## config.mk

```make
export PLATFORM = sky130hd
export DESIGN_NAME = check_sequencer
export DESIGN_NICKNAME = d
export VERILOG_FILES = /design/src/rtl/check_seq_pkg.sv /design/src/rtl/check_sequencer_rr_arbiter.sv /design/src/rtl/check_sequencer.sv
export SDC_FILE = /design/constraint.sdc
export NUM_CORES = 1
export LEC_CHECK = 0
export CORE_AREA = 5 5 104 87
export DETAILED_ROUTE_END_ITERATION = 16
export DIE_AREA = 0 0 109 92
export DONT_BUFFER_PORTS = 1
export PLACE_DENSITY = 0.51
export SYNTH_ARGS = -nofsm -noshare
export SYNTH_HDL_FRONTEND = slang
export SYNTH_HIERARCHICAL = 1
export SYNTH_SLANG_ARGS = --single-unit
```

## constraint.sdc

```tcl
create_clock -name clk -period 2.5 [get_ports clk]
set_input_delay 0.5 -clock clk [delete_from_list [all_inputs] [get_ports clk]]
set_output_delay 0.5 -clock clk [all_outputs]
set_load 0.005 [all_outputs]
```

## src/rtl/check_seq_pkg.sv

```systemverilog
// Shared types and widths for the check sequencer.
package check_seq_pkg;

   typedef enum logic [1:0] {
      IDLE  = 2'd0,
      GRANT = 2'd1,
      CHECK = 2'd2,
      DONE  = 2'd3
   } state_t;

   localparam int CNT_W  = 16;
   localparam int FAIL_W = 8;

endpackage

```

## src/rtl/check_sequencer_rr_arbiter.sv

```systemverilog
// Round-robin pick: first set request bit searching upward from ptr+1, wrapping.
module rr_arbiter #(
   parameter  int N   = 4,
   localparam int IDW = $clog2(N)
) (
   input  logic [N-1:0]   req,
   input  logic [IDW-1:0] ptr,
   output logic [IDW-1:0] grant_id,
   output logic           grant_valid
);

   logic [IDW-1:0] w_idx;

   // Walk the N candidates in priority order; the first hit wins.
   always_comb begin
      grant_valid = 1'b0;
      grant_id    = '0;
      w_idx       = '0;
      for (int k = 0; k < N; k++) begin
         w_idx = IDW'((int'(ptr) + 1 + k) % N);
         if (!grant_valid && req[w_idx]) begin
            grant_valid = 1'b1;
            grant_id    = w_idx;
         end
      end
   end

endmodule

```

## src/rtl/check_sequencer.sv

```systemverilog
// Serializes self-check requests onto one compare unit and keeps run statistics.
module check_sequencer
   import check_seq_pkg::*;
#(
   parameter  int N   = 4,
   parameter  int W   = 8,
   localparam int IDW = $clog2(N)
) (
   input  logic              clk,
   input  logic              reset,
   input  logic [N-1:0]      req,
   input  logic [N*W-1:0]    exp_data,
   input  logic [N*W-1:0]    act_data,
   input  logic              end_req,
   output logic [N-1:0]      ack,
   output logic              busy,
   output logic [CNT_W-1:0]  check_count,
   output logic [FAIL_W-1:0] fail_count,
   output logic [IDW-1:0]    first_fail_id,
   output logic [W-1:0]      first_fail_act,
   output logic              done,
   output logic              passed
);

   state_t            r_state, w_next_state;
   logic [IDW-1:0]    r_ptr, r_id;
   logic [W-1:0]      r_exp_hold, r_act_hold;
   logic              r_mismatch;
   logic [CNT_W-1:0]  r_check_count;
   logic [FAIL_W-1:0] r_fail_count;
   logic [IDW-1:0]    r_ff_id;
   logic [W-1:0]      r_ff_act;
   logic [IDW-1:0]    w_grant_id;
   logic              w_grant_valid;

   rr_arbiter #(.N(N)) u_arb (
      .req         (req),
      .ptr         (r_ptr),
      .grant_id    (w_grant_id),
      .grant_valid (w_grant_valid)
   );

   // State register.
   always_ff @(posedge clk) begin
      if (reset) r_state <= IDLE;
      else       r_state <= w_next_state;
   end

   // Next state: a pending request beats end_req; DONE only leaves on reset.
   always_comb begin
      w_next_state = r_state;
      case (r_state)
         IDLE: begin
            if (w_grant_valid) w_next_state = GRANT;
            else if (end_req)  w_next_state = DONE;
         end
         GRANT:   w_next_state = CHECK;
         CHECK:   w_next_state = IDLE;
         DONE:    w_next_state = DONE;
         default: w_next_state = IDLE;
      endcase
   end

   // Outputs decoded from state.
   always_comb begin
      ack    = '0;
      busy   = 1'b0;
      done   = 1'b0;
      passed = 1'b0;
      case (r_state)
         GRANT: begin
            ack[r_id] = 1'b1;
            busy      = 1'b1;
         end
         CHECK: busy = 1'b1;
         DONE: begin
            done   = 1'b1;
            passed = (r_fail_count == '0);
         end
         default: ;
      endcase
   end

   // Grant capture, 4-state compare and saturating statistics.
   always_ff @(posedge clk) begin
      if (reset) begin
         r_ptr         <= IDW'(N - 1);
         r_id          <= '0;
         r_exp_hold    <= '0;
         r_act_hold    <= '0;
         r_mismatch    <= 1'b0;
         r_check_count <= '0;
         r_fail_count  <= '0;
         r_ff_id       <= '0;
         r_ff_act      <= '0;
      end else begin
         case (r_state)
            IDLE: begin
               if (w_grant_valid) begin
                  r_id       <= w_grant_id;
                  r_ptr      <= w_grant_id;
                  r_exp_hold <= exp_data[int'(w_grant_id)*W +: W];
                  r_act_hold <= act_data[int'(w_grant_id)*W +: W];
               end
            end
            // x/z bits only match when identical in both operands.
            GRANT: r_mismatch <= (r_act_hold !== r_exp_hold);
            CHECK: begin
               if (r_check_count != '1) r_check_count <= r_check_count + 1'b1;
               if (r_mismatch) begin
                  if (r_fail_count == '0) begin
                     r_ff_id  <= r_id;
                     r_ff_act <= r_act_hold;
                  end
                  if (r_fail_count != '1) r_fail_count <= r_fail_count + 1'b1;
               end
            end
            default: ;
         endcase
      end
   end

   assign check_count    = r_check_count;
   assign fail_count     = r_fail_count;
   assign first_fail_id  = r_ff_id;
   assign first_fail_act = r_ff_act;

endmodule

```

# After elaboration in Yosys (flattened, before gate mapping)
# Index checks and enable logic that the tools add are counted.
totals:
  reg_bits: 57
  wordCells: 70
op_classes:
  add_sub_neg: 6
  magnitude_cmp: 6
  eq_ne: 7
  shifts: 2
  n_mux: 25
  reduce_logical: 14
op_table:
  columns: ["op", "n"]
  rows:
  - ["32-bit by 6-bit indexed part select with 8-bit output", 2]
  - ["16-bit by 1-bit adder with 16-bit output, second input constant", 1]
  - ["16-bit inequality test, second input constant", 1]
  - ["2-bit by 3-bit less-than comparator with 1-bit output, second input constant", 5]
  - ["1-bit 2-to-1 mux", 12]
  - ["2-bit 2-to-1 mux", 6]
  - ["8-bit by 1-bit adder with 8-bit output, second input constant", 1]
  - ["1-bit binary-select mux with 2-bit select", 4]
  - ["8-bit logical NOT", 1]
  - ["8-bit inequality test, second input constant", 1]
  - ["8-bit !== test", 1]
  - ["2-bit case mux with 4 select lines", 1]
  - ["3-bit AND reduction", 2]
  - ["2-bit by 1-bit adder with 2-bit output, second input constant", 2]
  - ["2-bit adder, second input constant", 2]
  - ["2-bit equality test, second input constant", 2]
  - ["1-bit logical AND", 4]
  - ["4-bit 2-to-1 mux", 1]
  - ["2-bit AND reduction", 2]
  - ["1-bit logical NOT", 3]
  - ["3-bit by 2-bit inequality test with 1-bit output, second input constant", 1]
  - ["1-bit demux with 2-bit select", 1]
  - ["2-bit by 1-bit equality test with 1-bit output, second input constant", 1]
  - ["2-bit by 1-bit >= comparator with 1-bit output, second input constant", 1]
  - ["other kinds (2)", 2]

# Logic depth before layout (Yosys ltp)
# Gate-level depths: netlist (run 1).
logic_depth:
  word_depth: 15
  mapped_depth: 8
  depth_no_buf: 6

# Modules after synthesis
# Netlist (run 1), hierarchy kept.
modules_own_cells:
  columns: ["module", "instances", "cells_per_inst", "area_per_inst_um2", "seq_area_each_um2"]
  rows:
  - ["check_sequencer", 1, 324, 2971.6, 1141.1]
  - ["rr_arbiter", 1, 14, 91.3, 0.0]

# Worst setup path after synthesis (run 1)
# Ideal clock, no wire load.
synth_timing:
  path_kind: "input port to flip-flop"
  startpoint: "in req[2]"
  endpoint: "reg r_act_hold[5]"
  setup_ns: 0.132
  t_arrival_ns: 2.086
  required_time_ns: 2.368
  setup_slack_ns: 0.282
  stages: 8
  path_buffers: 2
  path_cell_list: "and2b_1 -> a21oi_2 -> o221ai_2 -> buf_2 -> buf_2 -> mux4_2 -> nand2_1 -> a21oi_1"
synth_via:
  elab_chain_cells: 13
  elab_cells_between_ends: 24
synth_lines:
  columns: ["item", "line", "rtl"]
  rows:
  - ["start: declaration", "check_sequencer.sv:11", "input logic [N-1:0] req,"]
  - ["1-bit binary-select mux with 2-bit select", "check_sequencer_rr_arbiter.sv:21", "if (!grant_valid && req[w_idx]) begin"]
  - ["1-bit 2-to-1 mux (not written as such)", "check_sequencer_rr_arbiter.sv:21", null]
  - ["1-bit 2-to-1 mux", "check_sequencer_rr_arbiter.sv:21", null]
  - ["1-bit logical NOT", "check_sequencer_rr_arbiter.sv:21", null]
  - ["1-bit logical AND", "check_sequencer_rr_arbiter.sv:21", null]
  - ["1-bit 2-to-1 mux", "check_sequencer_rr_arbiter.sv:21", null]
  - ["1-bit logical NOT", "check_sequencer_rr_arbiter.sv:21", null]
  - ["1-bit logical AND", "check_sequencer_rr_arbiter.sv:21", null]
  - ["1-bit 2-to-1 mux", "check_sequencer_rr_arbiter.sv:21", null]
  - ["1-bit logical NOT", "check_sequencer_rr_arbiter.sv:21", null]
  - ["1-bit logical AND", "check_sequencer_rr_arbiter.sv:21", null]
  - ["2-bit 2-to-1 mux *", "check_sequencer_rr_arbiter.sv:21", null]
  - ["named net w_grant_id[0]", "check_sequencer.sv:33", "logic [IDW-1:0] w_grant_id;"]
  - ["32-bit by 6-bit indexed part select with 8-bit output *", "check_sequencer.sv:103", "r_act_hold <= act_data[int'(w_grant_id)*W +: W];"]
  - ["end signal: assignment", "check_sequencer.sv:103", null]
  - ["end: declaration", "check_sequencer.sv:27", "logic [W-1:0] r_exp_hold, r_act_hold;"]
# Mark *: on every way through the listed nets, which the timed path passes. The rest lies on a longest branch. The select of a mux whose other input is x is not followed.
# A chain may end at the register's enable or synchronous reset.

# Final worst setup path (run 1)
layout_timing:
  startpoint: "reg r_state[0]"
  endpoint: "reg r_ff_act[1], in the netlist first_fail_act[1]"
layout_via:
  elab_chain_cells: 2
layout_lines:
  columns: ["item", "line", "rtl"]
  rows:
  - ["start: declaration", "check_sequencer.sv:25", "state_t r_state, w_next_state;"]
  - ["start signal: assignment", "check_sequencer.sv:46", "else r_state <= w_next_state;"]
  - ["2-bit equality test", "check_sequencer.sv:97", "case (r_state)"]
  - ["3-bit AND reduction (no line)", null, null]
  - ["end signal: assignment", "check_sequencer.sv:113", "r_ff_act <= r_act_hold;"]
  - ["end: declaration", "check_sequencer.sv:32", "logic [W-1:0] r_ff_act;"]
# Every way passes these cells.

==> results of run 1 <==
metal layers:
metal  vias up  track usage
met5         -            0
met2        67        0.207
met3         9       0.0583
met1      1146        0.207
met4         0       0.0473
li1       1233            -
through the flow:
step           cells  total power, W  setup WS (ns)   util  instance area [µm²]
2_1_floorplan    338         0.00206          0.282      -                 3060
3_3_place_gp     434         0.00225          0.440  0.406                 3170
3_5_place_dp     434         0.00226          0.415  0.406                 3170
4_1_cts          450         0.00300          0.433  0.427                 3330
5_1_grt          450         0.00319          0.326  0.427                 3330
6_report         450         0.00295          0.473  0.427                 3330
worst register-to-register path, delay by kind of cell (launching register included):
kind | cells | cell delay [ns]
adders and majority gates | 1 | 0.19
DFF | 1 | 0.35
muxes | 1 | 0.26
and+or+nand+nor | 3 | 0.85
buffers and inverters | 2 | 0.26
report_power, final:
group	switching (W)	total, W	internal (W)
Clock	0.000373	0.000720	0.000348
Combinational	0.000527	0.000999	0.000473
Sequential	0.000158	0.00123	0.00107
Total	0.00106	0.00295	0.00189
state kept, by name, indices dropped and copies added, names as in the netlist:
| signal | cells |
|---|---|
| check_count | 16 |
| fail_count | 8 |
| first_fail_act | 8 |
| r_act_hold | 8 |
| r_exp_hold | 8 |
| first_fail_id | 2 |
| r_id | 2 |
| r_ptr | 2 |
| r_state | 2 |
| r_mismatch | 1 |
cells in the mapped netlist (3+ instances only):
master | instances | area (µm²)
a21oi_1 | 35 | 175
and3_1 | 4 | 25.0
and4_1 | 4 | 35.0
buf_2 | 4 | 20.0
clkbuf_1 | 12 | 45.0
dfxtp_1 | 57 | 1140
ha_1 | 8 | 100
inv_1 | 7 | 26.3
mux2i_1 | 13 | 130
mux4_2 | 16 | 360
nand2_1 | 56 | 210
nand2b_1 | 3 | 18.8
nand3_1 | 14 | 70.1
nand4_1 | 4 | 25.0
nor2_1 | 28 | 105
nor2b_1 | 4 | 25.0
nor3_1 | 7 | 35.0
nor4_1 | 3 | 18.8
o31ai_1 | 5 | 37.5
or4_1 | 8 | 60.1
xnor2_1 | 7 | 61.3
xor2_1 | 5 | 43.8
layout make-up:
class | count | area share
multi-input cells | 257 | 0.549
flip-flops and latches | 57 | 0.343
well taps | 108 | 0.0406
clock buffers | 9 | 0.0372
clock inverters | 7 | 0.0113
repair buffers | 5 | 0.0113
inverters | 7 | 0.00789
final timing paths:
check	to	cells after the start	slack [ns]	start
min reg2reg	r_exp_hold[2]	2	0.47	r_exp_hold[2]
max	first_fail_act[1]	7	0.47	r_state[0]
min	fail_count[5]	1	0.25	reset
max reg2reg	first_fail_act[1]	7	0.47	r_state[0]
kinds of logic (layout without fill, tap and decap cells):
| kind of cell | Yosys count | after routing | synth area share |
|---|---|---|---|
| fa+ha+maj | 8 | 8 | 0.0327 |
| compound gates | 60 | 60 | 0.123 |
| xor+xnor | 12 | 12 | 0.0343 |
| mux | 32 | 32 | 0.171 |
| simple gates | 145 | 145 | 0.236 |
| buf+inv | 24 | 28 | 0.0310 |
| flops | 57 | 57 | 0.373 |
==> metrics.md, run 1 <==
| Metric | Value |
|---|---|
| Core Footprint | around 8000 µm² |
| Die footprint | ~10000 µm² |
| Largest net degree at the start of global routing | 59 |
| Kind of start point of the critical path | flip-flop |
| Detailed route wirelength on metal3 | 570 µm |
| Post-Route M1 WL | 3460 µm |
| Number of endpoints failing setup at the final stage | 0 |
| Result of the run | completed |
| Clock root buffer master | clkbuf_8 |
| Maximum clock frequency | roughly 0.5 GHz |
| Critical path data arrival time | approximately 2.3 ns |
| Final routed wire length divided by cell count | 16.5 µm |
| Vias after detailed routing | 2455 |
| Max-Cap Viols | 0 |
| Last weighted congestion value of the routability-driven placer | about 0.84 |
| Global-route usage over all layers | 0.148 |
| CTS Sinks | 57 |
| Reported leakage power | 1.18 nW |
| Post-CTS Setup Inserts | 0 |
| Count of state elements after synthesis | 57 |
| Fraction of layout instances using a drive strength above 1 | 0.129 |
| Die boundary height | around 92 µm |
| Nets in the synthesized netlist | between 400 and 500 |
| Pwr per Cell Area | approximately 890 nW/µm² |
| Inserted Clock Buffers | 9 |
| Max stage delay cell, worst path | and4_1 |
| Quantity of hold-fixing buffers added after cts | 0 |
| Portion of the clock cycle consumed by the worst path in the final layout | 0.811 |
| IR drop worst, VDD | 0.429 mV |
| TritonCTS clock tree | yes |
| Buffers on Ports | 0 |
| Length of routed met2 wiring | ~3300 µm |
| Total negative slack for setup checks | 0 ns |
| Fin Hold WS | about 0.25 ns |
| Total of fill cells in the finished design | about 800 |
| Initial core utilization | 0.393 |
| HPWL reported at the end of detailed placement | between 5000 and 6000 µm |
| Hold Crit Class | input pin to flip-flop |
| CP max stage delay | between 0.6 and 0.7 ns |
| DRC Markers | 0 |
| Synthesized instance count | around 340 |
| Critical path, cell by cell | inv_1 > ha_1 > buf_4 > and2_1 > and4_1 > mux2i_1 > nor2_1 |
| Violation count after the first detailed-routing iteration | approximately 190 |
| Number of rows in the core area | 29 |
| Endpoint type of the worst setup path | flip-flop |
| Count of synthesis-stage warnings from yosys | 6 |
| Antenna Violating Nets Remaining | 0 |
| Number of unique standard cell types used by synthesis | 47 |
| Highest-count cells in the layout ignoring fill and taps | dfxtp_1 (57), nand2_1 (56), a21oi_1 (35) |
| Number of enable-type register cells in the synthesized netlist | 0 |
| Number of failing hold endpoints at the final stage | 0 |
| Leftover overflow at the end of global routing | 0 |
| Area of the multi-input gates | between 1500 and 2000 µm² |
| Mean instance size in the synthesized netlist | 9.06 µm² |
| Die Width | ~110 µm |
| Main synth FF type | dfxtp_1 |
| Required @ worst endpoint | roughly 2.7 ns |
| Antenna violations before repair | 0 |
| First-pass GRT wire length | around 12000 µm |
| Final Critical Period | between 2 and 2.5 ns |
| H-tree levels | 3 |
| Reg clk slew, reported paths | roughly 0.060 ns |
| Summed instance area of the synthesized netlist | a little over 3000 µm² |
| Via-to-Cell Ratio | between 5 and 6 |
| Leading cell type in the layout, fill and taps excluded | dfxtp_1 |
| Area growth from synthesis to final layout | 8.66% |
| Highest metal used | met4 |
| Largest driver fanout on the critical path | 10 |
| Slew Limit Fails | 0 |
| Vias in the first global route | 2222 |
| Wirelength, routed | about 7400 µm |
| Post-CTS Resized | 0 |
| Storage element area | 1140 µm² |
| Critical path class | flip-flop to flip-flop |
| Crit path max-delay family | simple AND/OR/NAND/NOR gates |
| Setup repair after global routing missed its margin | false |
| I/O pin total | about 110 |
| Buffer and inverter count on the worst path | 2 |
| Clock insertion delay at the later pin of the skew report | 0.33 ns |
| Net count, final | between 400 and 500 |
| Count of TritonRoute iterations in the first routing pass | 4 |
| Ys async rst share | 0 |
| Post-route clock skew | roughly 0.0086 ns |
| Max Root-Sink Buffers | 2 |
| Ant. Diodes | 0 |
| Headroom to the max-slew limit | 0.524 |
| Least-Margin Pin Slew | 0.712 ns |
| Share of the yosys chip area belonging to registers | 0.373 |
No activity file was read; power rests on OpenSTA's default activity.
==> run 2, diff against run 1 <==
- clock period: 2.5 -> 2.1 ns (I/O delays scaled with it)
==> metrics.md, run 2 (synthesized netlist as in run 1, its figures left out) <==
| Metric | Value |
|---|---|
| Startpoint of the lowest-slack register-to-register path | r_state[0] |
| Wirelength, routed | around 7500 µm |
| Final routed wire length divided by cell count | approximately 16 µm |
| Net count, final | 428 |
| Die footprint | between 10000 and 15000 µm² |
| Global-route usage over all layers | 0.150 |
| Count of TritonRoute iterations in the first routing pass | 4 |
| Setup repair after global routing missed its margin | false |
| Reg clk slew, reported paths | 0.07 ns |
| Inserted Clock Buffers | 9 |
| Portion of the clock cycle consumed by the worst path in the final layout | 0.915 |
| IR drop worst, VDD | roughly 0.43 mV |
| Max Root-Sink Buffers | 2 |
| Headroom to the max-slew limit | 0.577 |
| Number of rows in the core area | 29 |
| Endpoint type of the worst setup path | flip-flop |
| Worst setup path endpoint | check_count[10] |
| Initial core utilization | 0.393 |
| Register-to-register path setup slack | 0.18 ns |
| Core Footprint | roughly 7800 µm² |
| Largest driver fanout on the critical path | 5 |
| Pwr per Cell Area | 1100 nW/µm² |
| Vias in the first global route | between 2000 and 2500 |
| Clock root buffer master | clkbuf_8 |
| Die Width | between 100 and 150 µm |
| Leading cell type in the layout, fill and taps excluded | dfxtp_1 |
| Fraction of layout instances using a drive strength above 1 | 0.161 |
| Critical path data arrival time | roughly 2.2 ns |
| Post-place setup slack | between 0.1 and 0.15 ns |
| Die boundary height | between 90 and 100 µm |
| Vias after detailed routing | 2561 |
| Fin Hold WS | 0.146 ns |
| Total Power Consumption | roughly 0.0039 W |
| Highest-count cells in the layout ignoring fill and taps | dfxtp_1 (57), nand2_1 (56), a21oi_1 (35) |
| Maximum clock frequency | 0.521 GHz |
| Buffers on Ports | 0 |
| Number of endpoints failing setup at the final stage | 0 |
| Last weighted congestion value of the routability-driven placer | between 0.8 and 0.9 |
| Critical path startpoint | r_state[0] |
| H-tree levels | 3 |
| Total negative slack for setup checks | 0 ns |
| Post-CTS Setup Inserts | 0 |
| Final Critical Period | approximately 1.9 ns |
| HPWL reported at the end of detailed placement | 5560 µm |
| Capture instance of the worst register-to-register path | check_count[10] |
| Reported leakage power | ~1.3 nW |
| Critical path class | flip-flop to flip-flop |
| Total of fill cells in the finished design | just under 800 |
| I/O pin total | about 110 |
| Largest net degree at the start of global routing | about 60 |
| Least-Margin Pin Slew | roughly 0.62 ns |
| Leftover overflow at the end of global routing | 0 |
| Worst setup margin | between 0.15 and 0.2 ns |
| Via-to-Cell Ratio | approximately 5.5 |
| Violation count after the first detailed-routing iteration | 120 |
| Clock insertion delay at the later pin of the skew report | 0.34 ns |
| Required @ worst endpoint | around 2.3 ns |
| Worst r2r path cells | 7 |
| TritonCTS clock tree | yes |
| DRC Markers | 0 |
| Number of flip-flops in the largest register | 16 |
| Antenna violations before repair | 0 |
| Slew Limit Fails | 0 |
| CTS Sinks | 57 |
| Area growth from synthesis to final layout | 14.4% |
| First-pass GRT wire length | between 10000 and 15000 µm |
| Result of the run | completed |
| Post-route clock skew | 0.0118 ns |
| Kind of start point of the critical path | flip-flop |
| Max-Cap Viols | 0 |
| Antenna Violating Nets Remaining | 0 |
| Number of failing hold endpoints at the final stage | 0 |
| Ant. Diodes | 0 |
| Hold Crit Class | input pin to flip-flop |
## run 2: cell count changes in the layout (fill, tap and decap cells not counted)
cell	change
nand3_1	-1
buf_12	+1
buf_4	+11
clkbuf_8	+2
nand3_2	+1
bufinv_16	+2
clkinv_2	-4
## run 2: final cells by class
| type | count | area [µm²] | share of cell area |
|---|---|---|---|
| Inverter | 7 | 26.3 | 0.00750 |
| Timing Repair Buffer | 17 | 140 | 0.0400 |
| Clock buffer | 11 | 151 | 0.0432 |
| Sequential cell | 57 | 1140 | 0.326 |
| Clock inverter | 5 | 77.6 | 0.0221 |
| Tap cell | 108 | 135 | 0.0386 |
| Multi-Input combinational cell | 257 | 1830 | 0.523 |
## run 2: where the power goes
| group | internal, W | switching (W) | total (W) |
|---|---|---|---|
| sequential | 0.00127 | 0.000180 | 0.00145 |
| clock | 0.000729 | 0.000447 | 0.00118 |
| combinational | 0.000600 | 0.000622 | 0.00122 |
| total | 0.00260 | 0.00125 | 0.00385 |
## run 2: routing by layer
metal	vias up	global-route usage	routed length (µm)
li1	1258	-	-
met1	1233	0.195	3300
met2	62	0.228	3510
met3	8	0.0618	589
met4	0	0.0463	68
met5	-	0	0
## run 2: what timing repair did
action,in CTS,in global routing
hold buffers,0,0
endpoints found under the setup margin,0,3
gates resized for setup,0,1
## run 2: worst min-delay path by stage
| stage | start | end | slack, ns | cells past startpoint |
|---|---|---|---|---|
| final | reset | fail_count[5] | 0.15 | 1 |
| after global routing | reset | fail_count[5] | 0.14 | 1 |
| after CTS | reset | fail_count[5] | 0.13 | 1 |
| after detailed placement | r_exp_hold[1] | r_exp_hold[1] | 0.46 | 2 |
| after global placement | r_exp_hold[4] | r_exp_hold[4] | 0.45 | 2 |
| after floorplan | r_exp_hold[3] | r_exp_hold[3] | 0.45 | 2 |
## run 2: critical path, cell delays in order (launching register included)
cell and delay (ns):
dfxtp_1 0.34, inv_1 0.11, ha_1 0.20, buf_4 0.15, nand4_1 0.17, a2111oi_0 0.63, xnor2_1 0.18, nor2_1 0.05
## run 2: through the flow
step                cells  area [µm²]   util
floorplan             338        3070      -
global placement      446        3270  0.419
detailed placement    446        3270  0.419
CTS                   462        3500  0.448
global route          462        3500  0.449
finish                462        3500  0.449
